### config.mk
export PLATFORM = sky130hd
export DESIGN_NAME = fetch_issue_unit_flat
export DESIGN_NICKNAME = d
export VERILOG_FILES = /design/src/rtl/fetch_issue_unit_if.sv /design/src/rtl/fetch_issue_unit.sv /design/src/flat_wrapper.sv
export SDC_FILE = /design/constraint.sdc
export NUM_CORES = 1
export LEC_CHECK = 0
export ABC_AREA = 1
export CAP_MARGIN = 10
export CELL_PAD_IN_SITES_DETAIL_PLACEMENT = 1
export CELL_PAD_IN_SITES_GLOBAL_PLACEMENT = 1
export CORE_MARGIN = 2
export CORE_UTILIZATION = 48
export CTS_CLUSTER_DIAMETER = 60
export DETAILED_ROUTE_END_ITERATION = 8
export GPL_TIMING_DRIVEN = 0
export PLACE_DENSITY = 0.86
export SLEW_MARGIN = 25
export SYNTH_ARGS = -nofsm -noshare
export SYNTH_HDL_FRONTEND = slang
export SYNTH_SLANG_ARGS = --single-unit
### constraint.sdc
create_clock -name clk -period 14.8 [get_ports clk]
set_input_delay 4.44 -clock clk [delete_from_list [all_inputs] [get_ports clk]]
set_output_delay 4.44 -clock clk [all_outputs]
set_load 0.05 [all_outputs]
### src/rtl/fetch_issue_unit_if.sv
// Handshake bundle between the fetch issue unit and its neighbours.
// Groups the request-buffer handshake (pc/pc_we), the flush strobe, the
// ICache request and response channels, and the instruction-queue head
// presented to decode.
//   pc            current fetch PC held by the request buffer
//   pc_we         request buffer advance strobe (a request was accepted)
//   flush         pipeline redirect/flush
//   ic_req_*      ICache request channel (valid/ready, address)
//   ic_resp_*     in-order ICache response channel (valid, data)
//   ifq_*         instruction-queue head to decode (valid/ready, pc, inst)
// master: the fetch issue unit; slave: the surrounding environment.
interface fetch_issue_unit_if #(
    parameter int WORD = 32
);
    logic [WORD-1:0] pc;
    logic            pc_we;
    logic            flush;
    logic            ic_req_valid;
    logic [WORD-1:0] ic_req_addr;
    logic            ic_req_ready;
    logic            ic_resp_valid;
    logic [WORD-1:0] ic_resp_data;
    logic            ifq_valid;
    logic [WORD-1:0] ifq_pc;
    logic [WORD-1:0] ifq_inst;
    logic            ifq_ready;

    modport master (
        input  pc, flush, ic_req_ready, ic_resp_valid, ic_resp_data, ifq_ready,
        output pc_we, ic_req_valid, ic_req_addr, ifq_valid, ifq_pc, ifq_inst
    );

    modport slave (
        output pc, flush, ic_req_ready, ic_resp_valid, ic_resp_data, ifq_ready,
        input  pc_we, ic_req_valid, ic_req_addr, ifq_valid, ifq_pc, ifq_inst
    );
endinterface

### src/rtl/fetch_issue_unit.sv
// Fetch-request issuer sitting right after the fetch-PC request buffer.
// Sends the held PC to the ICache, advances the buffer on acceptance, tags
// the in-order ICache responses with their PCs and queues {pc, inst} pairs
// for decode. A flush empties the queue and discards responses that are
// still in flight for requests issued before it.
// Ports:
//   clk   single clock, all state on the rising edge
//   rst   synchronous active-high reset
//   bus   fetch_issue_unit_if.master (buffer, flush, ICache, decode queue)
module fetch_issue_unit #(
    parameter int WORD       = 32,
    parameter int FIFO_DEPTH = 4,
    parameter int MAX_OUT    = 2
) (
    input  logic                 clk,
    input  logic                 rst,
    fetch_issue_unit_if.master   bus
);

    localparam int OW = $clog2(MAX_OUT) + 1;
    localparam int QW = $clog2(FIFO_DEPTH) + 1;
    localparam int PW = (FIFO_DEPTH > 1) ? $clog2(FIFO_DEPTH) : 1;
    localparam int TW = (MAX_OUT > 1) ? $clog2(MAX_OUT) : 1;

    localparam logic [OW-1:0] MAX_OUT_C = OW'(MAX_OUT);
    localparam logic [QW:0]   DEPTH_C   = (QW + 1)'(FIFO_DEPTH);

    typedef enum logic [0:0] {
        RUN   = 1'b0,
        DRAIN = 1'b1
    } state_t;

    state_t          state_r;
    logic            init_r;
    logic [OW-1:0]   out_cnt_r;
    logic [OW-1:0]   disc_cnt_r;
    logic [QW-1:0]   q_cnt_r;
    logic [PW-1:0]   q_wr_ptr_r;
    logic [PW-1:0]   q_rd_ptr_r;
    logic [TW-1:0]   tag_wr_ptr_r;
    logic [TW-1:0]   tag_rd_ptr_r;
    logic [WORD-1:0] tag_mem_r  [MAX_OUT];
    logic [WORD-1:0] q_pc_r     [FIFO_DEPTH];
    logic [WORD-1:0] q_inst_r   [FIFO_DEPTH];

    logic [QW:0]     credit_s;
    logic [OW-1:0]   out_left_s;
    logic            issue_s;
    logic            accept_s;
    logic            resp_s;
    logic            push_s;
    logic            pop_s;

    function automatic logic [PW-1:0] q_ptr_next(input logic [PW-1:0] p);
        return (p == PW'(FIFO_DEPTH - 1)) ? '0 : p + PW'(1);
    endfunction

    function automatic logic [TW-1:0] tag_ptr_next(input logic [TW-1:0] p);
        return (p == TW'(MAX_OUT - 1)) ? '0 : p + TW'(1);
    endfunction

    // Outstanding plus queued entries: reserves a queue slot for every request in flight.
    assign credit_s   = (QW + 1)'(out_cnt_r) + (QW + 1)'(q_cnt_r);
    // Outstanding requests left once this cycle's response (if any) retires.
    assign out_left_s = out_cnt_r - OW'(resp_s);

    // Issue, acceptance and queue push/pop decisions for this cycle.
    always_comb begin
        issue_s  = 1'b0;
        accept_s = 1'b0;
        resp_s   = bus.ic_resp_valid;
        push_s   = 1'b0;
        pop_s    = 1'b0;
        // init_r holds issue off for the first cycle after reset so every output reads 0 then.
        if (!init_r && (state_r == RUN) && !bus.flush &&
            (out_cnt_r < MAX_OUT_C) && (credit_s < DEPTH_C)) begin
            issue_s = 1'b1;
        end else begin
            issue_s = 1'b0;
        end
        accept_s = issue_s & bus.ic_req_ready;
        if (!bus.flush) begin
            push_s = resp_s & (state_r == RUN);
            pop_s  = (q_cnt_r != '0) & bus.ifq_ready;
        end else begin
            push_s = 1'b0;
            pop_s  = 1'b0;
        end
    end

    assign bus.ic_req_valid = issue_s;
    assign bus.pc_we        = accept_s;
    assign bus.ic_req_addr  = bus.pc;
    assign bus.ifq_valid    = (q_cnt_r != '0);
    assign bus.ifq_pc       = q_pc_r[q_rd_ptr_r];
    assign bus.ifq_inst     = q_inst_r[q_rd_ptr_r];

    // Control state: FSM, counters and queue pointers.
    always_ff @(posedge clk) begin
        if (rst) begin
            state_r      <= RUN;
            init_r       <= 1'b1;
            out_cnt_r    <= '0;
            disc_cnt_r   <= '0;
            q_cnt_r      <= '0;
            q_wr_ptr_r   <= '0;
            q_rd_ptr_r   <= '0;
            tag_wr_ptr_r <= '0;
            tag_rd_ptr_r <= '0;
        end else begin
            init_r <= 1'b0;

            // Tag queue tracks every outstanding request, whatever the state.
            case ({accept_s, resp_s})
                2'b10:   out_cnt_r <= out_cnt_r + OW'(1);
                2'b01:   out_cnt_r <= out_cnt_r - OW'(1);
                default: out_cnt_r <= out_cnt_r;
            endcase
            if (accept_s) begin
                tag_wr_ptr_r <= tag_ptr_next(tag_wr_ptr_r);
            end
            if (resp_s) begin
                tag_rd_ptr_r <= tag_ptr_next(tag_rd_ptr_r);
            end

            if (bus.flush) begin
                // Everything still in flight after this cycle belongs to the old stream.
                q_cnt_r    <= '0;
                q_wr_ptr_r <= '0;
                q_rd_ptr_r <= '0;
                disc_cnt_r <= out_left_s;
                state_r    <= (out_left_s != '0) ? DRAIN : RUN;
            end else begin
                if (push_s) begin
                    q_wr_ptr_r <= q_ptr_next(q_wr_ptr_r);
                end
                if (pop_s) begin
                    q_rd_ptr_r <= q_ptr_next(q_rd_ptr_r);
                end
                case ({push_s, pop_s})
                    2'b10:   q_cnt_r <= q_cnt_r + QW'(1);
                    2'b01:   q_cnt_r <= q_cnt_r - QW'(1);
                    default: q_cnt_r <= q_cnt_r;
                endcase
                case (state_r)
                    RUN: begin
                        state_r <= RUN;
                    end
                    DRAIN: begin
                        if (resp_s) begin
                            disc_cnt_r <= disc_cnt_r - OW'(1);
                            state_r    <= (disc_cnt_r == OW'(1)) ? RUN : DRAIN;
                        end
                    end
                    default: begin
                        state_r <= RUN;
                    end
                endcase
            end
        end
    end

    // Storage: PC tags of outstanding requests and the {pc, inst} queue.
    always_ff @(posedge clk) begin
        if (rst) begin
            for (int i = 0; i < MAX_OUT; i++) begin
                tag_mem_r[i] <= '0;
            end
            for (int i = 0; i < FIFO_DEPTH; i++) begin
                q_pc_r[i]   <= '0;
                q_inst_r[i] <= '0;
            end
        end else begin
            if (accept_s) begin
                tag_mem_r[tag_wr_ptr_r] <= bus.pc;
            end
            if (push_s) begin
                q_pc_r[q_wr_ptr_r]   <= tag_mem_r[tag_rd_ptr_r];
                q_inst_r[q_wr_ptr_r] <= bus.ic_resp_data;
            end
        end
    end

endmodule

### src/flat_wrapper.sv
// flat-port wrapper written by rule: the top's interface ports become plain ports
module fetch_issue_unit_flat 
#(
    parameter int WORD       = 32,
    parameter int FIFO_DEPTH = 4,
    parameter int MAX_OUT    = 2
)
  (clk, rst, bus_pc, bus_flush, bus_ic_req_ready, bus_ic_resp_valid, bus_ic_resp_data, bus_ifq_ready, bus_pc_we, bus_ic_req_valid, bus_ic_req_addr, bus_ifq_valid, bus_ifq_pc, bus_ifq_inst);
  fetch_issue_unit_if #(.WORD(WORD)) bus_i ();
  input  logic clk;
  input  logic rst;
  input wire logic [$bits(bus_i.pc)-1:0] bus_pc;
  input wire logic [$bits(bus_i.flush)-1:0] bus_flush;
  input wire logic [$bits(bus_i.ic_req_ready)-1:0] bus_ic_req_ready;
  input wire logic [$bits(bus_i.ic_resp_valid)-1:0] bus_ic_resp_valid;
  input wire logic [$bits(bus_i.ic_resp_data)-1:0] bus_ic_resp_data;
  input wire logic [$bits(bus_i.ifq_ready)-1:0] bus_ifq_ready;
  output wire logic [$bits(bus_i.pc_we)-1:0] bus_pc_we;
  output wire logic [$bits(bus_i.ic_req_valid)-1:0] bus_ic_req_valid;
  output wire logic [$bits(bus_i.ic_req_addr)-1:0] bus_ic_req_addr;
  output wire logic [$bits(bus_i.ifq_valid)-1:0] bus_ifq_valid;
  output wire logic [$bits(bus_i.ifq_pc)-1:0] bus_ifq_pc;
  output wire logic [$bits(bus_i.ifq_inst)-1:0] bus_ifq_inst;
  assign bus_i.pc = bus_pc;
  assign bus_i.flush = bus_flush;
  assign bus_i.ic_req_ready = bus_ic_req_ready;
  assign bus_i.ic_resp_valid = bus_ic_resp_valid;
  assign bus_i.ic_resp_data = bus_ic_resp_data;
  assign bus_i.ifq_ready = bus_ifq_ready;
  assign bus_pc_we = bus_i.pc_we;
  assign bus_ic_req_valid = bus_i.ic_req_valid;
  assign bus_ic_req_addr = bus_i.ic_req_addr;
  assign bus_ifq_valid = bus_i.ifq_valid;
  assign bus_ifq_pc = bus_i.ifq_pc;
  assign bus_ifq_inst = bus_i.ifq_inst;
  fetch_issue_unit #(.WORD(WORD), .FIFO_DEPTH(FIFO_DEPTH), .MAX_OUT(MAX_OUT)) u_core (.clk(clk), .rst(rst), .bus(bus_i));
endmodule
==> metrics.txt, run 1 <==
# TYPE chip_impl_metric gauge
chip_impl_info{name="run_status",value="finished clean"} 1
chip_impl_metric{name="grt_max_degree",unit=""} 49
chip_impl_info{name="root_buffer",value="sky130_fd_sc_hd__clkbuf_16"} 1
chip_impl_metric{name="net-switching-power",unit="mW"} 0.5571
chip_impl_metric{name="floorplan.core_area",unit="µm²"} 29800
chip_impl_metric{name="setup-violations-final",unit=""} 0
chip_impl_metric{name="max_transition_margin",unit="%"} 44.53
chip_impl_metric{name="clkSinkCount",unit=""} 338
chip_impl_metric{name="power_density",unit="nW/µm²"} 122.4
chip_impl_metric{name="clock_pin_slew_on_the_worst_setup_and_hold_paths",unit="ns"} 0.06
chip_impl_metric{name="timing.critical_path.fanout_max",unit=""} 5
chip_impl_metric{name="ff_latch_area",unit="µm²"} 9970
chip_impl_metric{name="internal_power",unit="mW"} 1.657
chip_impl_metric{name="clkPwrFrac",unit="%"} 37.2
chip_impl_metric{name="number_of_primary_i_o_pins",unit=""} 169
chip_impl_metric{name="cts.repair_timing.setup_buffer_count",unit=""} 0
chip_impl_info{name="commonest_cells_after_routing_fill_and_taps_aside",value="404 x sky130_fd_sc_hd__nor2_1, 320 x sky130_fd_sc_hd__edfxtp_1, 168 x sky130_fd_sc_hd__clkdlybuf4s50_1, 137 x sky130_fd_sc_hd__o21ai_0, 87 x sky130_fd_sc_hd__inv_1"} 1
chip_impl_metric{name="share_seq_of_total_power",unit="%"} 50.1
chip_impl_metric{name="final_min_period_over_clock_period",unit="%"} 74.75
chip_impl_metric{name="ant_nets",unit=""} 0
chip_impl_metric{name="postSynthRegisterBits",unit=""} 338
chip_impl_metric{name="num-nets-final",unit=""} 1594
chip_impl_metric{name="cts_max_level",unit=""} 2
chip_impl_metric{name="drt-initial-drc-count",unit=""} 931
chip_impl_metric{name="postCtsResizedCells",unit=""} 0
chip_impl_metric{name="cts_hold_buffers",unit=""} 0
chip_impl_metric{name="via_count_of_the_first_global_routing_pass",unit=""} 11670
chip_impl_metric{name="post_synth_instance_area",unit="µm²"} 14630
chip_impl_metric{name="max-vdd-ir-drop",unit="µV"} 74.24
chip_impl_metric{name="cts_made_buffers",unit=""} 36
chip_impl_metric{name="initial_core_util",unit="%"} 49.09
chip_impl_metric{name="skew",unit="ns"} 0.01154
chip_impl_metric{name="hpwlAfterDp",unit="mm"} 28.51
chip_impl_metric{name="wire_length_of_the_first_global_routing_pass",unit="mm"} 63.72
chip_impl_metric{name="cts_max_path_buffers",unit=""} 3
chip_impl_metric{name="initial_antenna_violation_count",unit=""} 0
chip_impl_metric{name="worstPathArrival",unit="ns"} 6.62
chip_impl_metric{name="place.gp.congestion",unit=""} 0.7548
chip_impl_metric{name="ratio_of_cells_with_drive_above_1_in_the_final_layout",unit="%"} 11.57
chip_impl_info{name="timing.hold.worst.class",value="flip-flop to flip-flop"} 1
chip_impl_metric{name="dieWidth",unit="µm"} 178.6
chip_impl_info{name="cts_tree",value="built"} 1
chip_impl_metric{name="setup_tns",unit="ns"} 0
chip_impl_metric{name="wl_per_cell",unit="µm"} 21.54
chip_impl_metric{name="vias",unit=""} 10630
chip_impl_metric{name="rows",unit=""} 63
chip_impl_metric{name="p_leak",unit="nW"} 6.965
chip_impl_info{name="kind_of_critical_path",value="input pin to output port"} 1
chip_impl_metric{name="tightest_slew",unit="ns"} 0.8291
chip_impl_metric{name="drt-vias-per-instance",unit=""} 5.510
chip_impl_metric{name="maxCapViolations",unit=""} 0
chip_impl_metric{name="routed_wirelength",unit="mm"} 41.55
chip_impl_metric{name="sw_frac_of_total",unit="%"} 25.17
chip_impl_metric{name="detailed_place.area",unit="µm²"} 17040
chip_impl_metric{name="dr.pass1.iters",unit=""} 5
chip_impl_metric{name="netlist_instances",unit=""} 1300
chip_impl_info{name="worstSetupEndpointType",value="output port"} 1
chip_impl_metric{name="areaGrowthSynthToFinish",unit="%"} 23.60
chip_impl_metric{name="clk_latency",unit="ns"} 0.51
chip_impl_metric{name="die_area",unit="µm²"} 31890
chip_impl_metric{name="slew_violations",unit=""} 0
chip_impl_metric{name="synth.lib_cells_used.distinct",unit=""} 29
chip_impl_metric{name="ys_warn_count",unit=""} 0
chip_impl_metric{name="io_buffer_count",unit=""} 168
chip_impl_metric{name="final.min_clock_period",unit="ns"} 11.06
chip_impl_metric{name="detail_route.drc_violations",unit=""} 0
chip_impl_metric{name="synth-seq-area-share",unit="%"} 68.15
chip_impl_metric{name="floorplan.die.height",unit="µm"} 178.6
chip_impl_metric{name="fill_cells",unit=""} 3128
chip_impl_info{name="startpoint_class",value="input pin"} 1
chip_impl_metric{name="multi_input_area",unit="µm²"} 3730
chip_impl_info{name="rsz0062_at_grt",value="false"} 1
chip_impl_metric{name="finalInstanceArea",unit="µm²"} 18080
chip_impl_metric{name="timing.final.hold_violations",unit=""} 0
chip_impl_metric{name="antenna-diode-count",unit=""} 0
chip_impl_metric{name="syn-num-nets",unit=""} 1378
chip_impl_metric{name="comb_power_share",unit="%"} 12.7
chip_impl_metric{name="track_usage",unit="%"} 26.50
chip_impl_metric{name="timing.critical_path.required",unit="ns"} 10.36
chip_impl_info{name="layout.cells.most_common",value="sky130_fd_sc_hd__nor2_1"} 1
chip_impl_metric{name="grt-ovfl-total",unit=""} 0
chip_impl_metric{name="fmax",unit="MHz"} 90.39
chip_impl_metric{name="synth.avg_cell_area",unit="µm²"} 11.25
-- Yosys cell counts --
cell	number	area share, %
sky130_fd_sc_hd__mux2i_1	30	2.1
sky130_fd_sc_hd__buf_4	32	1.6
sky130_fd_sc_hd__inv_2	1	0.026
sky130_fd_sc_hd__nor2_1	404	10
sky130_fd_sc_hd__or2_2	3	0.13
sky130_fd_sc_hd__edfxtp_1	320	66
sky130_fd_sc_hd__inv_1	87	2.2
sky130_fd_sc_hd__buf_6	12	0.92
sky130_fd_sc_hd__a31oi_1	2	0.086
sky130_fd_sc_hd__o21ai_0	138	4.7
sky130_fd_sc_hd__nor3b_1	1	0.051
sky130_fd_sc_hd__o31ai_1	1	0.051
sky130_fd_sc_hd__xnor2_1	1	0.060
sky130_fd_sc_hd__buf_1	6	0.15
sky130_fd_sc_hd__ha_1	7	0.60
sky130_fd_sc_hd__clkbuf_1	46	1.2
sky130_fd_sc_hd__nor2_4	3	0.23
sky130_fd_sc_hd__nor2_2	57	2.4
sky130_fd_sc_hd__nand4_1	1	0.043
sky130_fd_sc_hd__nand3_1	7	0.24
sky130_fd_sc_hd__buf_2	14	0.48
sky130_fd_sc_hd__o22ai_1	64	2.7
sky130_fd_sc_hd__dfxtp_1	18	2.5
sky130_fd_sc_hd__fa_1	1	0.14
sky130_fd_sc_hd__a21oi_1	8	0.27
sky130_fd_sc_hd__clkinv_1	2	0.051
sky130_fd_sc_hd__nor3_1	2	0.068
sky130_fd_sc_hd__nand2_1	31	0.80
sky130_fd_sc_hd__nand2_4	1	0.077
-- power by group through the flow --
stage | sequential [mW] | combinational [mW] | clock, mW
finish | 1.11 | 0.282 | 0.824
global route | 1.11 | 0.297 | 0.867
CTS | 1.11 | 0.283 | 0.830
detailed placement | 1.13 | 0.281 | 0
global placement | 1.13 | 0.263 | 0
floorplan | 1.12 | 0.168 | 0
-- stage by stage --
stage	setup slack, ns	power, mW	hold WS, ns	instances	utilization (%)
5_1_grt	3.647	2.275	0.5710	1929	60.68
6_report	3.737	2.214	0.5303	1929	60.68
2_1_floorplan	4.703	1.291	0.4799	1300	-
3_3_place_gp	0.5403	1.392	0.4979	1858	56.37
3_5_place_dp	3.727	1.408	0.5144	1868	57.18
4_1_cts	3.716	2.221	0.5336	1929	60.68
-- flip-flops by register name (all words and copies together), names as in the netlist, 2 cells and up, named ones only --
signal             count
u_core.q_pc_r        128
u_core.out_cnt_r       2
u_core.q_cnt_r         3
u_core.disc_cnt_r      2
u_core.q_rd_ptr_r      2
u_core.tag_mem_r      64
u_core.q_wr_ptr_r      2
u_core.q_inst_r      128
-- routing by layer --
metal / GRT usage, % / up-vias / routed length (µm)
li1: - / 4838 / -
met2: 49.10 / 392 / 22040
met1: 31.25 / 5316 / 15960
met4: 9.519 / 0 / 1263
met5: 0 / - / 0
met3: 3.687 / 83 / 2284
-- cells by family after synthesis --
| kind of cell | synth area share, % |
|---|---|
| simple gates | 14.44 |
| flops | 68.16 |
| compound gates | 7.869 |
| buf+inv | 6.689 |
| mux | 2.053 |
| fa+ha+maj | 0.7356 |
| xor+xnor | 0.05989 |
-- cell type report --
class	count	area share [%]
Timing Repair Buffer	178	10.35
Sequential cell	338	55.14
Clock buffer	50	5.391
Tap cell	390	2.699
Multi-Input combinational cell	762	20.63
Buffer	110	3.543
Inverter	90	1.869
Clock inverter	11	0.3806
-- critical path, stage by stage --
cell and delay (ns):
sky130_fd_sc_hd__clkdlybuf4s50_1 0.55, sky130_fd_sc_hd__nor2_4 0.18, sky130_fd_sc_hd__nand2_1 0.09, sky130_fd_sc_hd__nor2_2 0.25, sky130_fd_sc_hd__nand2_1 0.23, sky130_fd_sc_hd__inv_1 0.09, sky130_fd_sc_hd__clkdlybuf4s50_1 0.79
-- worst paths after layout --
path	start	depth (start not counted)	end	slack [ns]
worst min register to register	u_core.tag_rd_ptr_r	2	flip-flop	0.53
worst max register to register	u_core.out_cnt_r[1]	7	u_core.tag_mem_r[1][8]	12.00
worst min-delay path	u_core.tag_rd_ptr_r	2	flip-flop	0.53
worst max-delay path	bus_flush	7	bus_pc_we	3.74
(Power assumes the default switching activity.)
==> run 2: changes to the inputs <==
--- a/config.mk
+++ b/config.mk
@@ -10,11 +10,11 @@
 export CELL_PAD_IN_SITES_DETAIL_PLACEMENT = 1
 export CELL_PAD_IN_SITES_GLOBAL_PLACEMENT = 1
 export CORE_MARGIN = 2
-export CORE_UTILIZATION = 48
+export CORE_UTILIZATION = 45
 export CTS_CLUSTER_DIAMETER = 60
 export DETAILED_ROUTE_END_ITERATION = 8
 export GPL_TIMING_DRIVEN = 0
-export PLACE_DENSITY = 0.86
+export PLACE_DENSITY = 0.81
 export SLEW_MARGIN = 25
 export SYNTH_ARGS = -nofsm -noshare
 export SYNTH_HDL_FRONTEND = slang
==> constraint.sdc (replaced) <==
create_clock -name clk -period 11.09 [get_ports clk]
set_input_delay 3.327 -clock clk [delete_from_list [all_inputs] [get_ports clk]]
set_output_delay 3.327 -clock clk [all_outputs]
set_load 0.05 [all_outputs]
==> metrics.txt, run 2 (synthesis results as in run 1) <==
# TYPE chip_impl_metric gauge
chip_impl_metric{name="initial_antenna_violation_count",unit=""} 0
chip_impl_metric{name="num-nets-final",unit=""} 1594
chip_impl_metric{name="met1Wirelength",unit="mm"} 16.65
chip_impl_metric{name="timing.critical_path.fanout_max",unit=""} 5
chip_impl_metric{name="setup-violations-final",unit=""} 0
chip_impl_metric{name="grt_max_degree",unit=""} 39
chip_impl_metric{name="hold_ws",unit="ns"} 0.5213
chip_impl_metric{name="net-switching-power",unit="mW"} 0.7689
chip_impl_metric{name="cts_hold_buffers",unit=""} 0
chip_impl_metric{name="clkSinkCount",unit=""} 338
chip_impl_info{name="startpoint_class",value="input pin"} 1
chip_impl_metric{name="detail_route.drc_violations",unit=""} 0
chip_impl_metric{name="io_buffer_count",unit=""} 168
chip_impl_metric{name="skew",unit="ns"} 0.02365
chip_impl_metric{name="wire_length_of_the_first_global_routing_pass",unit="mm"} 62.85
chip_impl_metric{name="timing.reg2reg.setup_slack",unit="ns"} 8.31
chip_impl_metric{name="initial_core_util",unit="%"} 45.30
chip_impl_metric{name="drt-initial-drc-count",unit=""} 794
chip_impl_info{name="root_buffer",value="sky130_fd_sc_hd__clkbuf_16"} 1
chip_impl_metric{name="cts_made_buffers",unit=""} 36
chip_impl_metric{name="areaGrowthSynthToFinish",unit="%"} 25.02
chip_impl_metric{name="dr.pass1.iters",unit=""} 5
chip_impl_metric{name="power_density",unit="nW/µm²"} 169.7
chip_impl_info{name="worstSetupEndpointType",value="output port"} 1
chip_impl_metric{name="share_seq_of_total_power",unit="%"} 47.6
chip_impl_metric{name="cts_max_level",unit=""} 2
chip_impl_metric{name="multi_input_area",unit="µm²"} 3730
chip_impl_metric{name="wl_met3",unit="mm"} 1.906
chip_impl_metric{name="max_transition_margin",unit="%"} 46.43
chip_impl_metric{name="drt-vias-per-instance",unit=""} 5.296
chip_impl_info{name="reg.largest.list",value="u_core.q_inst_r (128), u_core.q_pc_r (128), u_core.tag_mem_r (64)"} 1
chip_impl_metric{name="max-vdd-ir-drop",unit="µV"} 81.86
chip_impl_info{name="run_status",value="finished clean"} 1
chip_impl_metric{name="vias",unit=""} 10500
chip_impl_metric{name="timing.critical_path.required",unit="ns"} 7.76
chip_impl_metric{name="grt-ovfl-total",unit=""} 0
chip_impl_metric{name="dieWidth",unit="µm"} 184.3
chip_impl_metric{name="final.min_clock_period",unit="ns"} 8.780
chip_impl_metric{name="via_count_of_the_first_global_routing_pass",unit=""} 11410
chip_impl_metric{name="die_area",unit="µm²"} 33960
chip_impl_metric{name="timing.hold.worst_path_depth",unit=""} 2
chip_impl_info{name="cts_tree",value="built"} 1
chip_impl_metric{name="antenna-diode-count",unit=""} 0
chip_impl_metric{name="comb_power_share",unit="%"} 12.1
chip_impl_metric{name="cts.repair_timing.setup_buffer_count",unit=""} 0
chip_impl_info{name="kind_of_critical_path",value="input pin to output port"} 1
chip_impl_metric{name="ff_latch_area",unit="µm²"} 9970
chip_impl_metric{name="sw_frac_of_total",unit="%"} 24.78
chip_impl_metric{name="clock_pin_slew_on_the_worst_setup_and_hold_paths",unit="ns"} 0.06
chip_impl_metric{name="worstPathArrival",unit="ns"} 5.45
chip_impl_metric{name="maxCapViolations",unit=""} 0
chip_impl_metric{name="fmax",unit="MHz"} 113.9
chip_impl_metric{name="ant_nets",unit=""} 0
chip_impl_metric{name="dr_wl_met2",unit="mm"} 21.33
chip_impl_metric{name="power",unit="mW"} 3.103
chip_impl_metric{name="internal_power",unit="mW"} 2.334
chip_impl_metric{name="clkPwrFrac",unit="%"} 40.3
chip_impl_info{name="layout.cells.most_common",value="sky130_fd_sc_hd__nor2_1"} 1
chip_impl_metric{name="clk_latency",unit="ns"} 0.52
chip_impl_metric{name="p_leak",unit="nW"} 7.037
chip_impl_info{name="commonest_cells_after_routing_fill_and_taps_aside",value="404 x sky130_fd_sc_hd__nor2_1, 320 x sky130_fd_sc_hd__edfxtp_1, 168 x sky130_fd_sc_hd__clkdlybuf4s50_1, 137 x sky130_fd_sc_hd__o21ai_0, 87 x sky130_fd_sc_hd__inv_1"} 1
chip_impl_metric{name="floorplan.die.height",unit="µm"} 184.3
chip_impl_metric{name="ratio_of_cells_with_drive_above_1_in_the_final_layout",unit="%"} 12.34
chip_impl_metric{name="postCtsResizedCells",unit=""} 0
chip_impl_metric{name="number_of_primary_i_o_pins",unit=""} 169
chip_impl_metric{name="cts_max_path_buffers",unit=""} 3
chip_impl_metric{name="track_usage",unit="%"} 24.53
chip_impl_metric{name="routed_wirelength",unit="mm"} 41.30
chip_impl_metric{name="hpwlAfterDp",unit="mm"} 26.91
chip_impl_metric{name="floorplan.core_area",unit="µm²"} 32290
chip_impl_metric{name="slew_violations",unit=""} 0
chip_impl_metric{name="rows",unit=""} 66
chip_impl_metric{name="wl_per_cell",unit="µm"} 20.84
chip_impl_metric{name="timing.final.hold_violations",unit=""} 0
chip_impl_metric{name="fill_cells",unit=""} 3381
chip_impl_info{name="timing.hold.worst.class",value="flip-flop to flip-flop"} 1
chip_impl_metric{name="ff2ff_path_depth",unit=""} 7
chip_impl_metric{name="tightest_slew",unit="ns"} 0.8007
chip_impl_metric{name="place.gp.congestion",unit=""} 0.7536
chip_impl_info{name="rsz0062_at_grt",value="false"} 1
chip_impl_metric{name="final_min_period_over_clock_period",unit="%"} 79.17
chip_impl_info{name="highest_layer",value="met4"} 1
==> run 2: worst max-delay path: stages <==
cell and delay [ns]:
sky130_fd_sc_hd__clkdlybuf4s50_1 0.54, sky130_fd_sc_hd__nor2_4 0.16, sky130_fd_sc_hd__nand2_1 0.09, sky130_fd_sc_hd__nor2_2 0.24, sky130_fd_sc_hd__nand2_1 0.20, sky130_fd_sc_hd__inv_1 0.09, sky130_fd_sc_hd__clkdlybuf4s50_1 0.80
==> run 2: layer usage <==
| metal | vias to the layer above | track usage (%) |
|---|---|---|
| met5 | - | 0 |
| met1 | 5261 | 29.55 |
| li1 | 4831 | - |
| met3 | 87 | 3.300 |
| met2 | 318 | 44.36 |
| met4 | 0 | 9.984 |
==> run 2: stage by stage <==
| stage | setup slack [ns] | cell area (µm²) | instances | setup TNS (ns) | util, % |
|---|---|---|---|---|---|
| 2_1_floorplan | 2.255 | 14630 | 1300 | 0 | - |
| 3_3_place_gp | -2.145 | 16860 | 1910 | -137.13 | 52.22 |
| 3_5_place_dp | 2.329 | 17090 | 1920 | 0 | 52.92 |
| 4_1_cts | 2.313 | 18290 | 1982 | 0 | 56.64 |
| 5_1_grt | 2.184 | 18290 | 1982 | 0 | 56.64 |
| 6_report | 2.310 | 18290 | 1982 | 0 | 56.64 |
==> run 2: worst paths after layout <==
| check | start | to |
|---|---|---|
| min reg2reg | u_core.disc_cnt_r[1] | u_core.disc_cnt_r[1] |
| max | bus_flush | bus_pc_we |
| max reg2reg | u_core.out_cnt_r[1] | u_core.tag_mem_r[1][5] |
| min | u_core.disc_cnt_r[1] | u_core.disc_cnt_r[1] |
==> run 2: power by group through the flow <==
| stage | combinational [mW] | clock (mW) | sequential, mW |
|---|---|---|---|
| floorplan | 0.224 | 0 | 1.50 |
| global placement | 0.354 | 0 | 1.51 |
| detailed placement | 0.373 | 0 | 1.50 |
| CTS | 0.378 | 1.26 | 1.48 |
| global route | 0.398 | 1.30 | 1.48 |
| finish | 0.375 | 1.25 | 1.48 |
==> run 2: final cells by class <==
| cell class | instances | share of cell area (%) |
|---|---|---|
| plain buffers | 110 | 3.503 |
| clock buffers | 46 | 5.302 |
| clock inverters | 16 | 1.266 |
| inverters | 90 | 1.847 |
| multi-input cells | 762 | 20.40 |
| flip-flops and latches | 338 | 54.52 |
| well taps | 442 | 3.024 |
| repair buffers | 178 | 10.15 |
==> run 3: changes to the inputs <==
--- a/config.mk
+++ b/config.mk
@@ -10,11 +10,11 @@
 export CELL_PAD_IN_SITES_DETAIL_PLACEMENT = 1
 export CELL_PAD_IN_SITES_GLOBAL_PLACEMENT = 1
 export CORE_MARGIN = 2
-export CORE_UTILIZATION = 45
+export CORE_UTILIZATION = 40
 export CTS_CLUSTER_DIAMETER = 60
 export DETAILED_ROUTE_END_ITERATION = 8
 export GPL_TIMING_DRIVEN = 0
-export PLACE_DENSITY = 0.81
+export PLACE_DENSITY = 0.76
 export SLEW_MARGIN = 25
 export SYNTH_ARGS = -nofsm -noshare
 export SYNTH_HDL_FRONTEND = slang
==> constraint.sdc (replaced) <==
create_clock -name clk -period 7.3 [get_ports clk]
set_input_delay 2.19 -clock clk [delete_from_list [all_inputs] [get_ports clk]]
set_output_delay 2.19 -clock clk [all_outputs]
set_load 0.05 [all_outputs]
==> metrics.txt, run 3 (synthesis results as in run 1) <==
# TYPE chip_impl_metric gauge
chip_impl_metric{name="ant_nets",unit=""} 0
chip_impl_metric{name="share_seq_of_total_power",unit="%"} 47.7
chip_impl_metric{name="drt-vias-per-instance",unit=""} 5.056
chip_impl_metric{name="slew_violations",unit=""} 0
chip_impl_metric{name="number_of_primary_i_o_pins",unit=""} 169
chip_impl_metric{name="wire_length_of_the_first_global_routing_pass",unit="mm"} 60.16
chip_impl_info{name="worst_path_dominant_cell_family",value="buffers and inverters"} 1
chip_impl_info{name="crit_path_cells",value="clkdlybuf4s50_1 > nor2_4 > nand2_1 > nor2_2 > nand2_1 > inv_1 > clkdlybuf4s50_1"} 1
chip_impl_metric{name="clk_latency",unit="ns"} 0.52
chip_impl_metric{name="cts_max_level",unit=""} 2
chip_impl_metric{name="grt_max_degree",unit=""} 43
chip_impl_metric{name="postCtsResizedCells",unit=""} 0
chip_impl_metric{name="timing.critical_path.fanout_max",unit=""} 5
chip_impl_metric{name="setup_tns",unit="ns"} 0
chip_impl_info{name="critical-path-slowest-cell",value="sky130_fd_sc_hd__clkdlybuf4s50_1"} 1
chip_impl_metric{name="antenna-diode-count",unit=""} 0
chip_impl_info{name="startpoint_class",value="input pin"} 1
chip_impl_metric{name="dr.pass1.iters",unit=""} 5
chip_impl_metric{name="power_density",unit="nW/µm²"} 256.3
chip_impl_info{name="reg.largest.list",value="u_core.q_inst_r (128), u_core.q_pc_r (128), u_core.tag_mem_r (64)"} 1
chip_impl_info{name="kind_of_critical_path",value="input pin to output port"} 1
chip_impl_info{name="timing.hold.worst.class",value="flip-flop to flip-flop"} 1
chip_impl_metric{name="sw_frac_of_total",unit="%"} 24.51
chip_impl_metric{name="critical_path.max_stage_delay",unit="ns"} 0.80
chip_impl_metric{name="max-vdd-ir-drop",unit="µV"} 180.2
chip_impl_metric{name="post-place-cells",unit=""} 1947
chip_impl_metric{name="multi_input_area",unit="µm²"} 3730
chip_impl_metric{name="dpl_worst_slack",unit="ns"} 0.7436
chip_impl_metric{name="die_area",unit="µm²"} 38110
chip_impl_metric{name="cts_made_buffers",unit=""} 37
chip_impl_metric{name="p_leak",unit="nW"} 7.042
chip_impl_metric{name="cts.repair_timing.setup_buffer_count",unit=""} 0
chip_impl_metric{name="internal_power",unit="mW"} 3.545
chip_impl_info{name="crit_start",value="bus_flush"} 1
chip_impl_metric{name="hpwlAfterDp",unit="mm"} 26.46
chip_impl_metric{name="num-nets-final",unit=""} 1596
chip_impl_metric{name="dieWidth",unit="µm"} 195.2
chip_impl_metric{name="finalInstanceArea",unit="µm²"} 18320
chip_impl_metric{name="fill_cells",unit=""} 3856
chip_impl_info{name="commonest_cells_after_routing_fill_and_taps_aside",value="404 x sky130_fd_sc_hd__nor2_1, 320 x sky130_fd_sc_hd__edfxtp_1, 168 x sky130_fd_sc_hd__clkdlybuf4s50_1, 137 x sky130_fd_sc_hd__o21ai_0, 87 x sky130_fd_sc_hd__inv_1"} 1
chip_impl_metric{name="net-switching-power",unit="mW"} 1.151
chip_impl_metric{name="place.gp.congestion",unit=""} 0.7848
chip_impl_metric{name="post_layout_nonfiller_instances",unit=""} 2011
chip_impl_metric{name="vias",unit=""} 10170
chip_impl_info{name="layout.cells.most_common",value="sky130_fd_sc_hd__nor2_1"} 1
chip_impl_metric{name="max_transition_margin",unit="%"} 45.34
chip_impl_metric{name="routed_wirelength",unit="mm"} 38.92
chip_impl_metric{name="skew",unit="ns"} 0.009852
chip_impl_metric{name="timing.final.hold_violations",unit=""} 0
chip_impl_metric{name="ratio_of_cells_with_drive_above_1_in_the_final_layout",unit="%"} 12.31
chip_impl_metric{name="setup_slack",unit="ns"} 0.7505
chip_impl_metric{name="final_min_period_over_clock_period",unit="%"} 89.72
chip_impl_metric{name="tightest_slew",unit="ns"} 0.8170
chip_impl_metric{name="clkPwrFrac",unit="%"} 40.3
chip_impl_metric{name="clock_pin_slew_on_the_worst_setup_and_hold_paths",unit="ns"} 0.06
chip_impl_metric{name="worstPathArrival",unit="ns"} 4.36
chip_impl_metric{name="track_usage",unit="%"} 20.56
chip_impl_metric{name="comb_power_share",unit="%"} 12.0
chip_impl_metric{name="wl_per_cell",unit="µm"} 19.35
chip_impl_metric{name="ff_latch_area",unit="µm²"} 9970
chip_impl_metric{name="floorplan.core_area",unit="µm²"} 36350
chip_impl_metric{name="areaGrowthSynthToFinish",unit="%"} 25.26
chip_impl_metric{name="floorplan.die.height",unit="µm"} 195.2
chip_impl_metric{name="power",unit="mW"} 4.696
chip_impl_metric{name="fmax",unit="MHz"} 152.7
chip_impl_metric{name="maxCapViolations",unit=""} 0
chip_impl_metric{name="timing.critical_path.required",unit="ns"} 5.11
chip_impl_metric{name="cts_max_path_buffers",unit=""} 3
chip_impl_metric{name="initial_core_util",unit="%"} 40.24
chip_impl_metric{name="via_count_of_the_first_global_routing_pass",unit=""} 10920
chip_impl_info{name="root_buffer",value="sky130_fd_sc_hd__clkbuf_16"} 1
chip_impl_metric{name="drt-initial-drc-count",unit=""} 656
chip_impl_metric{name="clkSinkCount",unit=""} 338
chip_impl_info{name="worstSetupEndpointType",value="output port"} 1
chip_impl_metric{name="setup-violations-final",unit=""} 0
chip_impl_info{name="run_status",value="finished clean"} 1
chip_impl_metric{name="cts_hold_buffers",unit=""} 0
chip_impl_metric{name="detail_route.drc_violations",unit=""} 0
chip_impl_metric{name="io_buffer_count",unit=""} 168
chip_impl_info{name="r2r-start",value="u_core.out_cnt_r[1]"} 1
chip_impl_info{name="rsz0062_at_grt",value="false"} 1
chip_impl_metric{name="initial_antenna_violation_count",unit=""} 0
chip_impl_metric{name="rows",unit=""} 70
chip_impl_info{name="cts_tree",value="built"} 1
chip_impl_metric{name="cp_num_buf_inv",unit=""} 3
chip_impl_metric{name="grt-ovfl-total",unit=""} 0
chip_impl_metric{name="final.min_clock_period",unit="ns"} 6.549
chip_impl_metric{name="detailed_place.area",unit="µm²"} 17110
chip_impl_info{name="hold_start",value="u_core.tag_rd_ptr_r"} 1
run 3: routing by layer:
metal / track usage, % / part of all wire [%] / vias up
li1: - / - / 4844
met1: 25.55 / 41 / 4977
met2: 36.60 / 51 / 282
met3: 3.143 / 5.2 / 65
met4: 6.983 / 2.9 / 0
met5: 0 / 0 / -
run 3: path summary, 6_finish.rpt:
kind | depth (start not counted) | end | slack [ns]
setup / recovery | 7 | bus_pc_we | 0.75
hold / removal | 2 | u_core.tag_rd_ptr_r | 0.52
setup reg to reg | 7 | u_core.tag_mem_r[1][6] | 4.49
hold reg to reg | 2 | u_core.tag_rd_ptr_r | 0.52
run 3: worst min-delay path, stage by stage (launching register included):
cell	delay, ns
sky130_fd_sc_hd__dfxtp_1	0.32
sky130_fd_sc_hd__xnor2_1	0.09
sky130_fd_sc_hd__nor2_1	0.08
run 3: power groups by stage:
stage	clock network (mW)	registers (mW)	logic, mW
after global placement	0	2.29	0.542
after CTS	1.91	2.24	0.570
after floorplan	0	2.28	0.340
after global routing	1.98	2.25	0.601
after detailed placement	0	2.28	0.567
final	1.89	2.24	0.563
run 3: per-stage QoR:
| step | util [%] | hold WS [ns] |
|---|---|---|
| 2_1_floorplan | - | 0.4799 |
| 3_3_place_gp | 46.50 | 0.4955 |
| 3_5_place_dp | 47.08 | 0.5016 |
| 4_1_cts | 50.41 | 0.5206 |
| 5_1_grt | 50.41 | 0.5679 |
| 6_report | 50.41 | 0.5151 |
run 3: layout make-up:
class | instances | share of cell area [%]
Buffer | 110 | 3.496
Sequential cell | 338 | 54.41
Clock inverter | 19 | 1.325
Clock buffer | 45 | 5.272
Timing Repair Buffer | 179 | 10.10
Tap cell | 468 | 3.196
Inverter | 90 | 1.844
Multi-Input combinational cell | 762 | 20.36
